File: src/rtl/dm_port_arbiter.sv
// dm_port_arbiter
//   Shares the single port of the word-addressed data memory between the CPU
//   load/store unit (port 0) and the DMA/debug loader (port 1). Each access is
//   sequenced by a small FSM; byte-enabled partial stores become a read of the
//   old word followed by a merged write.
//
// Ports
//   clk, rst_n              clock, asynchronous active-low reset
//   req*/we*/addr*/wdata*/be*  per-port request, store flag, word address, data, byte enables
//   ack*                    one-cycle completion pulse for the serviced port
//   rdata*                  registered load result, held until the next load to that port
//   busy                    FSM is not in IDLE
//   mem_addr/mem_din/mem_wr memory address, write data and write strobe
//   mem_dout                combinational memory read data
//
// state | meaning
// ------+------------------------------------------------------------
// IDLE  | waiting for a request; the winner's fields are latched here
// ACC   | memory access: load capture, full write, or RMW read
// RMW   | merged write of a partial store
// DONE  | ack the serviced port, update the last-served pointer
module dm_port_arbiter #(
    parameter int AW = 10,
    parameter int RR = 1
) (
    input  logic          clk,
    input  logic          rst_n,
    input  logic          req0,
    input  logic          req1,
    input  logic          we0,
    input  logic          we1,
    input  logic [AW-1:0] addr0,
    input  logic [AW-1:0] addr1,
    input  logic [31:0]   wdata0,
    input  logic [31:0]   wdata1,
    input  logic [3:0]    be0,
    input  logic [3:0]    be1,
    output logic          ack0,
    output logic          ack1,
    output logic [31:0]   rdata0,
    output logic [31:0]   rdata1,
    output logic          busy,
    output logic [AW-1:0] mem_addr,
    output logic [31:0]   mem_din,
    output logic          mem_wr,
    input  logic [31:0]   mem_dout
);

    typedef enum logic [1:0] {IDLE, ACC, RMW, DONE} state_t;

    state_t        state, state_nx;
    logic          lat_we;
    logic          lat_id;
    logic          last_id;
    logic [AW-1:0] lat_addr;
    logic [31:0]   lat_wdata;
    logic [3:0]    lat_be;
    logic [31:0]   merge_q;
    logic [31:0]   din_hold;
    logic [31:0]   merged;
    logic          grant_id;
    logic          any_req;
    logic          full_st;
    logic          part_st;

    assign any_req = req0 | req1;
    assign full_st = lat_we && (lat_be == 4'hF);
    assign part_st = lat_we && (lat_be != 4'h0) && (lat_be != 4'hF);

    // On a tie round-robin favours the port that was not served last.
    always_comb begin
        grant_id = req1;
        if (req0 && req1) begin
            grant_id = (RR != 0) ? ~last_id : 1'b0;
        end
    end

    always_comb begin
        for (int i = 0; i < 4; i++) begin
            merged[8*i +: 8] = lat_be[i] ? lat_wdata[8*i +: 8] : merge_q[8*i +: 8];
        end
    end

    // state register
    always_ff @(posedge clk or negedge rst_n) begin
        if (!rst_n) begin
            state <= IDLE;
        end else begin
            state <= state_nx;
        end
    end

    // next-state logic
    always_comb begin
        state_nx = state;
        case (state)
            IDLE: if (any_req) state_nx = ACC;
            ACC:  state_nx = part_st ? RMW : DONE;
            RMW:  state_nx = DONE;
            DONE: state_nx = IDLE;
            default: state_nx = IDLE;
        endcase
    end

    // request latch, read capture, pointer and write-data hold
    always_ff @(posedge clk or negedge rst_n) begin
        if (!rst_n) begin
            lat_we    <= 1'b0;
            lat_id    <= 1'b0;
            lat_addr  <= '0;
            lat_wdata <= '0;
            lat_be    <= '0;
            last_id   <= 1'b1;
            merge_q   <= '0;
            rdata0    <= '0;
            rdata1    <= '0;
            din_hold  <= '0;
        end else begin
            din_hold <= mem_din;
            if (state == IDLE && any_req) begin
                lat_id    <= grant_id;
                lat_we    <= grant_id ? we1    : we0;
                lat_addr  <= grant_id ? addr1  : addr0;
                lat_wdata <= grant_id ? wdata1 : wdata0;
                lat_be    <= grant_id ? be1    : be0;
            end
            if (state == ACC) begin
                if (!lat_we) begin
                    if (lat_id) rdata1 <= mem_dout;
                    else        rdata0 <= mem_dout;
                end else if (part_st) begin
                    merge_q <= mem_dout;
                end
            end
            if (state == DONE) begin
                last_id <= lat_id;
            end
        end
    end

    // outputs; mem_addr is the latched address, which only changes on a new grant
    assign mem_addr = lat_addr;

    always_comb begin
        mem_wr  = 1'b0;
        mem_din = din_hold;
        ack0    = 1'b0;
        ack1    = 1'b0;
        busy    = (state != IDLE);
        case (state)
            ACC: begin
                if (full_st) begin
                    mem_wr  = 1'b1;
                    mem_din = lat_wdata;
                end
            end
            RMW: begin
                mem_wr  = 1'b1;
                mem_din = merged;
            end
            DONE: begin
                ack0 = ~lat_id;
                ack1 = lat_id;
            end
            default: ;
        endcase
    end

endmodule

File: config.mk
export PLATFORM = sky130hd
export DESIGN_NAME = dm_port_arbiter
export DESIGN_NICKNAME = d
export VERILOG_FILES = /design/src/rtl/dm_port_arbiter.sv
export SDC_FILE = /design/constraint.sdc
export NUM_CORES = 1
export LEC_CHECK = 0
export BUFFER_PORTS_ARGS = -buffer_cell sky130_fd_sc_hd__buf_2
export CAP_MARGIN = 30
export CELL_PAD_IN_SITES_DETAIL_PLACEMENT = 0
export CELL_PAD_IN_SITES_GLOBAL_PLACEMENT = 2
export CORE_MARGIN = 2
export CORE_UTILIZATION = 33
export CTS_CLUSTER_SIZE = 24
export DETAILED_ROUTE_END_ITERATION = 7
export GPL_TIMING_DRIVEN = 0
export PLACE_DENSITY_LB_ADDON = 0.1
export SKIP_CTS_REPAIR_TIMING = 1
export SLEW_MARGIN = 20
export SYNTH_ARGS = -nofsm -noshare
export SYNTH_HDL_FRONTEND = slang
export SYNTH_SLANG_ARGS = --single-unit
File: constraint.sdc
create_clock -name clk -period 2.33 [get_ports clk]
set_input_delay 0.466 -clock clk [delete_from_list [all_inputs] [get_ports clk]]
set_output_delay 0.466 -clock clk [all_outputs]
set_load 0.05 [all_outputs]
==> results of run 1 <==
worst paths after layout:
kind                                  to  slack [ps]  cells after the start
max                          mem_din[22]        -300                      8
min                          mem_addr[8]           6                      1
max reg2reg                    rdata0[9]         310                      5
min reg2reg                  mem_addr[4]         480                      2
max in group asynchronous  lat_wdata[17]        1390                      2
min in group clk             merge_q[28]         280                      2
state kept, by name (all words and copies together) (netlist names):
name,cells
lat_be,4
rdata0,32
merge_q,32
lat_wdata,32
state,2
lat_id,1
rdata1,32
last_id,1
din_hold,32
mem_addr,10
lat_we,1
cell families (layout without fill, tap and decap cells):
logic type,count (synthesis),after routing,synth area share [%]
AOI/OAI and AO/OA,118,118,9.91
DFF,179,179,55.6
muxes,176,176,23.7
buffers and inverters,53,341,3.71
adders and majority gates,4,4,0.621
and+or+nand+nor,118,118,6.53
power by group through the flow:
stage	sequential, W	combinational (W)	clock [W]
finish	0.00548	0.0111	0.00277
global route	0.00568	0.0117	0.00298
CTS	0.00548	0.00998	0.00284
detailed placement	0.00553	0.00996	0
global placement	0.00546	0.00987	0
floorplan	0.00763	0.00514	0
critical path: stages, from the launching register on:
cell      delay, ps
dfrtp_1         410
inv_2            90
ha_4            310
buf_8           130
and2_4          190
buf_8           130
nand2_2          40
o211ai_1        160
buf_4           270
cells in the final DEF (no fill, tap or decap), types with 2 or more instances in the layout:
cell / n
buf_6: 26
nand2_4: 4
inv_6: 3
clkinvlp_4: 5
buf_2: 220
inv_1: 3
mux2i_1: 59
nand2_2: 8
o21ai_0: 49
o211ai_1: 41
nand2_1: 92
mux2_2: 110
clkbuf_16: 18
inv_8: 4
a31o_2: 11
dfrtp_2: 3
dfrtp_1: 175
mux2_1: 7
ha_1: 2
a21boi_2: 2
buf_4: 42
buf_8: 8
inv_2: 2
o32ai_2: 11
nand3_1: 2
clkbuf_1: 6
ha_4: 2
per-stage QoR:
step                worst slack, ps  utilization [%]
detailed placement             -415             40.3
CTS                            -903             42.6
finish                         -295             44.9
floorplan                     -11.3                -
global route                   -394             44.9
global placement              -2110             40.2
Yosys cell counts (all sizes together):
| master | instances |
|---|---|
| nand4 | 1 |
| and4 | 1 |
| a31o | 12 |
| clkbuf | 19 |
| inv | 5 |
| o221ai | 1 |
| mux2i | 59 |
| nand2b | 1 |
| nor2b | 1 |
| and2 | 2 |
| o211ai | 41 |
| nand2 | 104 |
| mux2 | 117 |
| or3b | 1 |
| ha | 4 |
| a22o | 1 |
| buf | 29 |
| o21ai | 49 |
| nor3 | 2 |
| a21boi | 2 |
| nor4 | 1 |
| dfrtp | 178 |
| nor3b | 1 |
| dfstp | 1 |
| o32ai | 12 |
| nand3 | 3 |
layer usage:
| layer | GRT usage [%] | routed length [um] |
|---|---|---|
| met1 | 24.9 | 10800 |
| met2 | 30.4 | 11500 |
| met3 | 3.31 | 1240 |
| met5 | 0 | 0 |
| met4 | 5.28 | 289 |
cell type report:
class / count / area [sq um]
fillers: 2353 / 13300
flip-flops and latches: 179 / 4480
multi-input cells: 416 / 3470
repair buffers: 256 / 1520
clock buffers: 19 / 433
well taps: 324 / 405
plain buffers: 48 / 404
clock inverters: 13 / 118
inverters: 5 / 18.8
==> flow_summary.json, run 1 <==
{
  "ys_top_cells_by_area": "dfrtp_1 (55%), mux2_2 (15%), mux2i_1 (7.3%), nand2_1 (4.8%), o211ai_1 (3.8%)",
  "drive_above_1_share_pct": 52.8,
  "setup_viol": 33,
  "clock-root-buffer": "clkbuf_16",
  "yosys_warnings": 0,
  "final_max_slew_viol_count": 0,
  "p_total_w": 0.0193,
  "yosysTopAreaCellShare_pct": 55.2,
  "drt-initial-drc-count": 262,
  "wire_per_inst_um": 18.9,
  "worstPathRequired_ps": 1860,
  "ctsHtreeMaxLevel": 4,
  "switching_share_pct": 48.5,
  "path_max_fanout": 5,
  "syn_area_sq_um": 8060,
  "clockBufferDepth": 2,
  "grt_first_pass_wirelength_um": 36100,
  "drt-vias-per-instance": 4.82,
  "startpoint_type": "flop",
  "worst_slack_ps": -295,
  "grt_usage_pct": 18.4,
  "tritoncts": "yes",
  "hold_viol": 0,
  "clock-sinks": 179,
  "finalNonFillerCells": 1260,
  "io_buffer_count": 239,
  "place_area_sq_um": 9750,
  "fmax_ghz": 0.381,
  "worstHoldPathType": "input port to asynchronous set/reset pin",
  "finalNetCount": 1057,
  "wl_um": 23800,
  "postSynthAreaPerCell_sq_um": 12.4,
  "grt_pass1_vias": 6306,
  "reg2reg_from": "state[1]",
  "pwr-share-comb_pct": 57.3,
  "rsz0062_at_grt": "true",
  "core-area_sq_um": 24200,
  "num_rows": 57,
  "period_share_pct": 113,
  "die_w_um": 160,
  "period_needed_ps": 2630,
  "design_area_sq_um": 10900,
  "synth_cell_types": 32,
  "drtAntennaViolNets": 0,
  "post-synth-top-area-cell": "dfrtp_1",
  "dr.pass1.iters": 4,
  "dieArea_sq_um": 25700,
  "num_io_pins": 240,
  "worstPathArrival_ps": 2160,
  "p_seq_share_pct": 28.4,
  "power_switching_w": 0.00936,
  "clock_latency_ps": 430,
  "p_per_area_nw_per_um2": 1780,
  "drc": 0,
  "skew_ps": 10.9,
  "p_leak_nw": 5.03,
  "cts.clk_slew.worst_paths_ps": 70,
  "cp-end-kind": "output port",
  "syn2layout_area_growth_pct": 34.6,
  "grt_overflow_total": 0,
  "max_slew_margin_pct": 47.5,
  "vdd_drop_max_uv": 747,
  "dp.cells": 1212,
  "timing.hold.ws_ps": 5.64,
  "violations": "setup timing",
  "cts-buffers-inserted": 17,
  "place.gp.congestion": 0.795,
  "vias": 6077,
  "start_util_pct": 33.4,
  "syn_inst": 648,
  "hpwl_um": 17200,
  "num_antenna_cells": 0,
  "fin_setup_tns_ps": -8280,
  "worstSetupStartpoint": "state[1]",
  "synth_nets": 782,
  "antenna_found_initial": 0,
  "die_h_um": 160,
  "crit_type": "flop to output port",
  "ys_seq_elements": 179,
  "grt_max_degree": 98,
  "worst_pin_slew_ps": 779,
  "maxCapViolCount": 0,
  "status": "complete, but fails checks",
  "p_int_w": 0.00996,
  "p_clk_share_pct": 14.3,
  "yosysSeqAreaShare_pct": 55.6
}
Note: power is estimated with default switching activity, not from simulation.
==> inputs of run 2 (changes only) <==
- ABC_AREA: default -> 1
- CORE_UTILIZATION: 33 -> 29
- CTS_CLUSTER_SIZE: 24 -> default
==> run 2 against run 1 <==
Combinational power decreased by 5%. Non-clock buffer count increased by 5. The flow still finishes with violations (setup timing). Utilization fell by 3.5 points. Register-to-register slack improved by 30 ps. Sequential share of layout area is 0.42 points higher. Clock power rose by 5%. First-iteration DRC count is 45% higher. Power shrank 2.5%.
==> flow_summary.json, run 2 <==
{
  "num_rows": 59,
  "clock-root-buffer": "clkbuf_16",
  "p_leak_nw": 5.57,
  "place.gp.congestion": 0.760,
  "drtAntennaViolNets": 0,
  "syn_inst": 886,
  "yosys_warnings": 0,
  "finalNonFillerCells": 1520,
  "worstPathArrival_ps": 2030,
  "crit_chain": "inv_4 -> ha_4 -> buf_6 -> nand3_4 -> nand2_8 -> nand2_1 -> nand2_1 -> nand2_1 -> nand2_2 -> buf_8",
  "wire_per_inst_um": 17.2,
  "yosys.area_share.simple_pct": 21.5,
  "worst_slack_ps": -161,
  "synth_fa_ha_area_share_pct": 0.655,
  "drc": 0,
  "startpoint_type": "flop",
  "synth-xor-area-share_pct": 0,
  "clockBufferDepth": 2,
  "grt_max_degree": 90,
  "status": "complete, but fails checks",
  "grt_usage_pct": 18.8,
  "synth_edf_count": 0,
  "clock_latency_ps": 440,
  "final_util_pct": 41.4,
  "vdd_drop_max_uv": 775,
  "r2r-end": "lat_wdata[11]",
  "grt_overflow_total": 0,
  "max_slew_margin_pct": 53.0,
  "synth_top_family_by_area": "simple AND/OR/NAND/NOR gates",
  "yosysMostFrequentCell": "nand2_1",
  "die_w_um": 166,
  "worstSetupStartpoint": "state[1]",
  "vias": 6810,
  "async_reset_ff_share_pct": 100,
  "reg2reg_from": "state[0]",
  "setup_viol": 33,
  "synth_cell_types": 25,
  "final_cell_mix": "nand2_1 (286), buf_2 (219), dfrtp_1 (172), o21ai_0 (129), o21ai_1 (61)",
  "cp-end-kind": "output port",
  "clock-sinks": 179,
  "hp-start": "addr1[0]",
  "yosysTopAreaCellShare_pct": 58.3,
  "dp.cells": 1462,
  "num_io_pins": 240,
  "dieArea_sq_um": 27600,
  "synth-compound-area-share_pct": 13.1,
  "path_max_fanout": 8,
  "worst_path_most_repeated_cell": "nand2_1",
  "drive_above_1_share_pct": 35.6,
  "tritoncts": "yes",
  "antenna_found_initial": 5,
  "fmax_ghz": 0.401,
  "yosysSeqAreaShare_pct": 58.7,
  "crit_type": "flop to output port",
  "synthMuxAreaShare_pct": 0,
  "die_h_um": 166,
  "skew_ps": 14.3,
  "final_max_slew_viol_count": 0,
  "violations": "setup timing",
  "post-synth-top-area-cell": "dfrtp_1",
  "dr.pass1.iters": 4,
  "cts.clk_slew.worst_paths_ps": 80,
  "wl_um": 26100,
  "rsz0062_at_grt": "true",
  "start_util_pct": 29.4,
  "period_needed_ps": 2490,
  "syn2layout_area_growth_pct": 40.8,
  "hpwl_um": 19100,
  "critical-path-slowest-cell": "dfrtp_2",
  "synth_nets": 1020,
  "critPathTopFamily": "simple AND/OR/NAND/NOR gates",
  "postSynthAreaPerCell_sq_um": 8.62,
  "ctsHtreeMaxLevel": 4,
  "cts-buffers-inserted": 17,
  "ys_seq_elements": 179,
  "io_buffer_count": 239,
  "grt_first_pass_wirelength_um": 40100,
  "synthTopCellsByCount": "nand2_1 (350), dfrtp_1 (178), o21ai_0 (129), o21ai_1 (61), nor2_1 (53)",
  "hold_viol": 0,
  "crit_path_max_incr_delay_ps": 440,
  "ys.flop_type": "dfrtp_1",
  "maxCapViolCount": 0,
  "whs_path_depth": 3,
  "worstPathRequired_ps": 1860,
  "worstHoldPathType": "input port to flop",
  "ff2ff_path_depth": 8,
  "nFillCells": 2767,
  "core-area_sq_um": 26000,
  "worst_pin_slew_ps": 706,
  "drt-vias-per-instance": 4.48,
  "p_per_area_nw_per_um2": 1750,
  "ys_top_cells_by_area": "dfrtp_1 (58%), nand2_1 (17%), o21ai_0 (8.5%), o21ai_1 (4.0%), nor2_1 (2.6%)",
  "final_common_cell": "nand2_1",
  "period_share_pct": 107,
  "grt_pass1_vias": 6694,
  "finalNetCount": 1303,
  "syn_area_sq_um": 7640,
  "drt-initial-drc-count": 381,
  "cp_num_buf_inv": 3,
  "p_total_w": 0.0188,
  "ff2ff_setup_slack_ps": 340,
  "min_to": "mem_addr[0]"
}
## run 2: cell types whose count changed after synthesis, moves of 11 or more
cell	before	now
mux2i_1	59	0
o21ai_0	49	129
a31o_2	11	0
o32ai_1	12	0
nor2_1	0	53
inv_1	5	42
mux2_2	110	0
o211ai_1	41	0
nand2_1	104	350
o21ai_1	0	61
## run 2: worst register-to-register path, stage by stage, from the launching register on
cell      delay [ps]
dfrtp_2          440
inv_2             70
ha_1             210
inv_1            170
a21oi_4           90
inv_2            190
clkbuf_1         530
nand2_1          100
o21ai_1          110
## run 2: logic make-up (layout without fill, tap and decap cells)
family / Yosys count / in the layout
DFF: 179 / 179
other: 0 / 4
adders and majority gates: 4 / 4
AOI/OAI and AO/OA: 196 / 196
buffers and inverters: 90 / 385
and+or+nand+nor: 417 / 417
## run 2: cell type report
| class | instances | area, sq um | share of cell area [%] |
|---|---|---|---|
| sequential | 179 | 4490 | 41.7 |
| multi-input combinational | 617 | 3000 | 27.9 |
| timing repair buffer | 264 | 1760 | 16.4 |
| clock buffer | 17 | 425 | 3.96 |
| tap | 335 | 419 | 3.90 |
| buffer | 45 | 308 | 2.86 |
| inverter | 45 | 176 | 1.64 |
| clock inverter | 14 | 163 | 1.51 |
| antenna | 4 | 10.0 | 0.0931 |
## run 2: power breakdown
part / internal (W) / switching (W) / total, W
logic: 0.00330 / 0.00719 / 0.0105
clock network: 0.00144 / 0.00146 / 0.00291
registers: 0.00457 / 0.000883 / 0.00545
## run 2: worst max-delay path by stage
stage | to | cells after the start
floorplan | mem_wr | 4
global placement | rdata1[30] | 1
detailed placement | mem_din[21] | 9
CTS | mem_din[21] | 9
global route | mem_din[22] | 10
finish | mem_din[8] | 10
## run 2: per-layer routing
metal	global-route usage, %	share of wire (%)	vias to the layer above
met1	26.9	48	3243
met2	28.4	46	153
li1	-	-	3401
met3	5.08	5.2	11
met4	4.20	0.70	2
met5	0	0.050	-
## run 2: through the flow
step | cell area (sq um) | hold WS, ps | TNS (ps) | worst slack (ps)
finish | 10800 | 285 | -4420 | -161
global route | 10700 | 288 | -7730 | -259
CTS | 9900 | -88.9 | -21130 | -760
detailed placement | 9320 | 391 | -5570 | -277
global placement | 9250 | 458 | -446330 | -2500
floorplan | 7640 | 170 | 0 | 197
==> inputs of run 3 (changes only) <==
- CORE_MARGIN: 2 -> default
==> run 3 against run 2 <==
The flow still finishes with violations (setup timing). First-iteration DRC count increased by 15%. Flip-flop and latch count unchanged. Cell area decreased by 1.2%. Critical path type unchanged. Critical endpoint is now mem_din[2].
==> flow_summary.json, run 3 (same netlist as run 2, synthesis figures left out) <==
{
  "status": "complete, but fails checks",
  "violations": "setup timing",
  "dp.cells": 1462,
  "clock-root-buffer": "clkbuf_16",
  "p_seq_share_pct": 29.2,
  "p_total_w": 0.0187,
  "dr.pass1.iters": 4,
  "path_max_fanout": 8,
  "place.gp.congestion": 0.758,
  "maxCapViolCount": 0,
  "die_w_um": 164,
  "num_rows": 59,
  "tritoncts": "yes",
  "grt_pass1_vias": 6540,
  "cts.clk_slew.worst_paths_ps": 70,
  "clockBufferDepth": 2,
  "grt_first_pass_wirelength_um": 38700,
  "worst_slack_ps": -296,
  "period_needed_ps": 2630,
  "p_int_w": 0.00921,
  "syn2layout_area_growth_pct": 39.1,
  "startpoint_type": "flop",
  "num_io_pins": 240,
  "clock_latency_ps": 440,
  "clock-sinks": 179,
  "wl_um": 25600,
  "max_slew_margin_pct": 61.4,
  "skew_ps": 15.1,
  "drc": 0,
  "io_buffer_count": 239,
  "ctsHtreeMaxLevel": 4,
  "final_common_cell": "nand2_1",
  "grt_max_degree": 79,
  "worstHoldPathType": "input port to flop",
  "p_per_area_nw_per_um2": 1760,
  "num_antenna_cells": 0,
  "core-area_sq_um": 25900,
  "p_leak_nw": 5.51,
  "switching_share_pct": 50.7,
  "dieArea_sq_um": 27000,
  "setup_viol": 33,
  "drt-vias-per-instance": 4.46,
  "final_cell_mix": "nand2_1 (299), buf_2 (219), dfrtp_1 (173), o21ai_0 (129), o21ai_1 (61)",
  "period_share_pct": 113,
  "finalNonFillerCells": 1513,
  "crit_type": "flop to output port",
  "finalNetCount": 1299,
  "worstPathRequired_ps": 1860,
  "drtAntennaViolNets": 0,
  "p_clk_share_pct": 15.4,
  "vdd_drop_max_uv": 834,
  "hpwl_um": 18700,
  "worst_pin_slew_ps": 579,
  "rsz0062_at_grt": "true",
  "final_max_slew_viol_count": 0,
  "vias": 6755,
  "antenna_found_initial": 0,
  "fmax_ghz": 0.381,
  "wire_per_inst_um": 16.9,
  "worstPathArrival_ps": 2160,
  "start_util_pct": 29.5,
  "grt_usage_pct": 19.2,
  "die_h_um": 164,
  "hold_viol": 0,
  "cp-end-kind": "output port",
  "grt_overflow_total": 0,
  "cts-buffers-inserted": 17,
  "power_switching_w": 0.00948,
  "drt-initial-drc-count": 440,
  "drive_above_1_share_pct": 34.1,
  "pwr-share-comb_pct": 55.3
}
run 3: cell types whose count changed in the layout (fill, tap and decap cells not counted), moves of 2 or more:
cell / delta
buf_8: -11
buf_6: +12
clkinvlp_4: +2
buf_4: -7
nand2_2: -11
diode_2: -4
clkinv_4: -2
nand2_1: +13
run 3: layout make-up:
| class | count | area (sq um) |
|---|---|---|
| fill | 2717 | 15300 |
| sequential | 179 | 4490 |
| multi-input combinational | 617 | 2940 |
| timing repair buffer | 260 | 1720 |
| clock buffer | 18 | 429 |
| tap | 335 | 419 |
| buffer | 45 | 298 |
| inverter | 45 | 173 |
| clock inverter | 14 | 161 |
run 3: path summary, 6_finish.rpt:
kind,cells after the start,endpoint,slack (ps),from
worst min-delay path,3,mem_addr[0],290,addr1[0]
max in group asynchronous,3,din_hold[15],1130,rst_n
worst min register to register,2,last_id,470,last_id
worst max register to register,7,rdata0[2],250,state[0]
min in group asynchronous,2,lat_wdata[2],490,rst_n
worst max-delay path,11,mem_din[2],-300,state[0]
run 3: stage by stage:
step	TNS (ps)	util [%]	setup slack (ps)	cell area [sq um]	hold slack, ps
finish	-7780	41.0	-296	10600	290
floorplan	0	-	197	7640	170
global route	-11390	41.0	-408	10600	271
detailed placement	-5990	36.0	-376	9320	362
CTS	-21420	38.2	-855	9910	-108
global placement	-449700	35.7	-2510	9250	455
run 3: per-layer routing:
layer / GRT usage [%] / vias to the layer above / wire length (um)
met1: 27.6 / 3218 / 12400
met4: 3.16 / 0 / 156
met3: 4.75 / 8 / 1340
li1: - / 3371 / -
met5: 0 / - / 0
met2: 29.2 / 158 / 11700
run 3: power groups by stage:
stage	combinational, W	clock (W)	sequential (W)
6_report	0.0103	0.00289	0.00546
5_1_grt	0.0112	0.00309	0.00563
4_1_cts	0.00912	0.00298	0.00540
3_5_place_dp	0.00910	0	0.00543
3_3_place_gp	0.00907	0	0.00542
2_1_floorplan	0.00439	0	0.00747
run 3: worst max-delay path, cell delays in order (launching register included):
cell	delay, ps
dfrtp_2	430
inv_2	90
ha_4	170
clkinvlp_4	170
buf_4	190
nor2_4	120
buf_12	140
nand2_2	60
nand2_1	70
nand2_1	50
nand2_1	100
buf_6	170
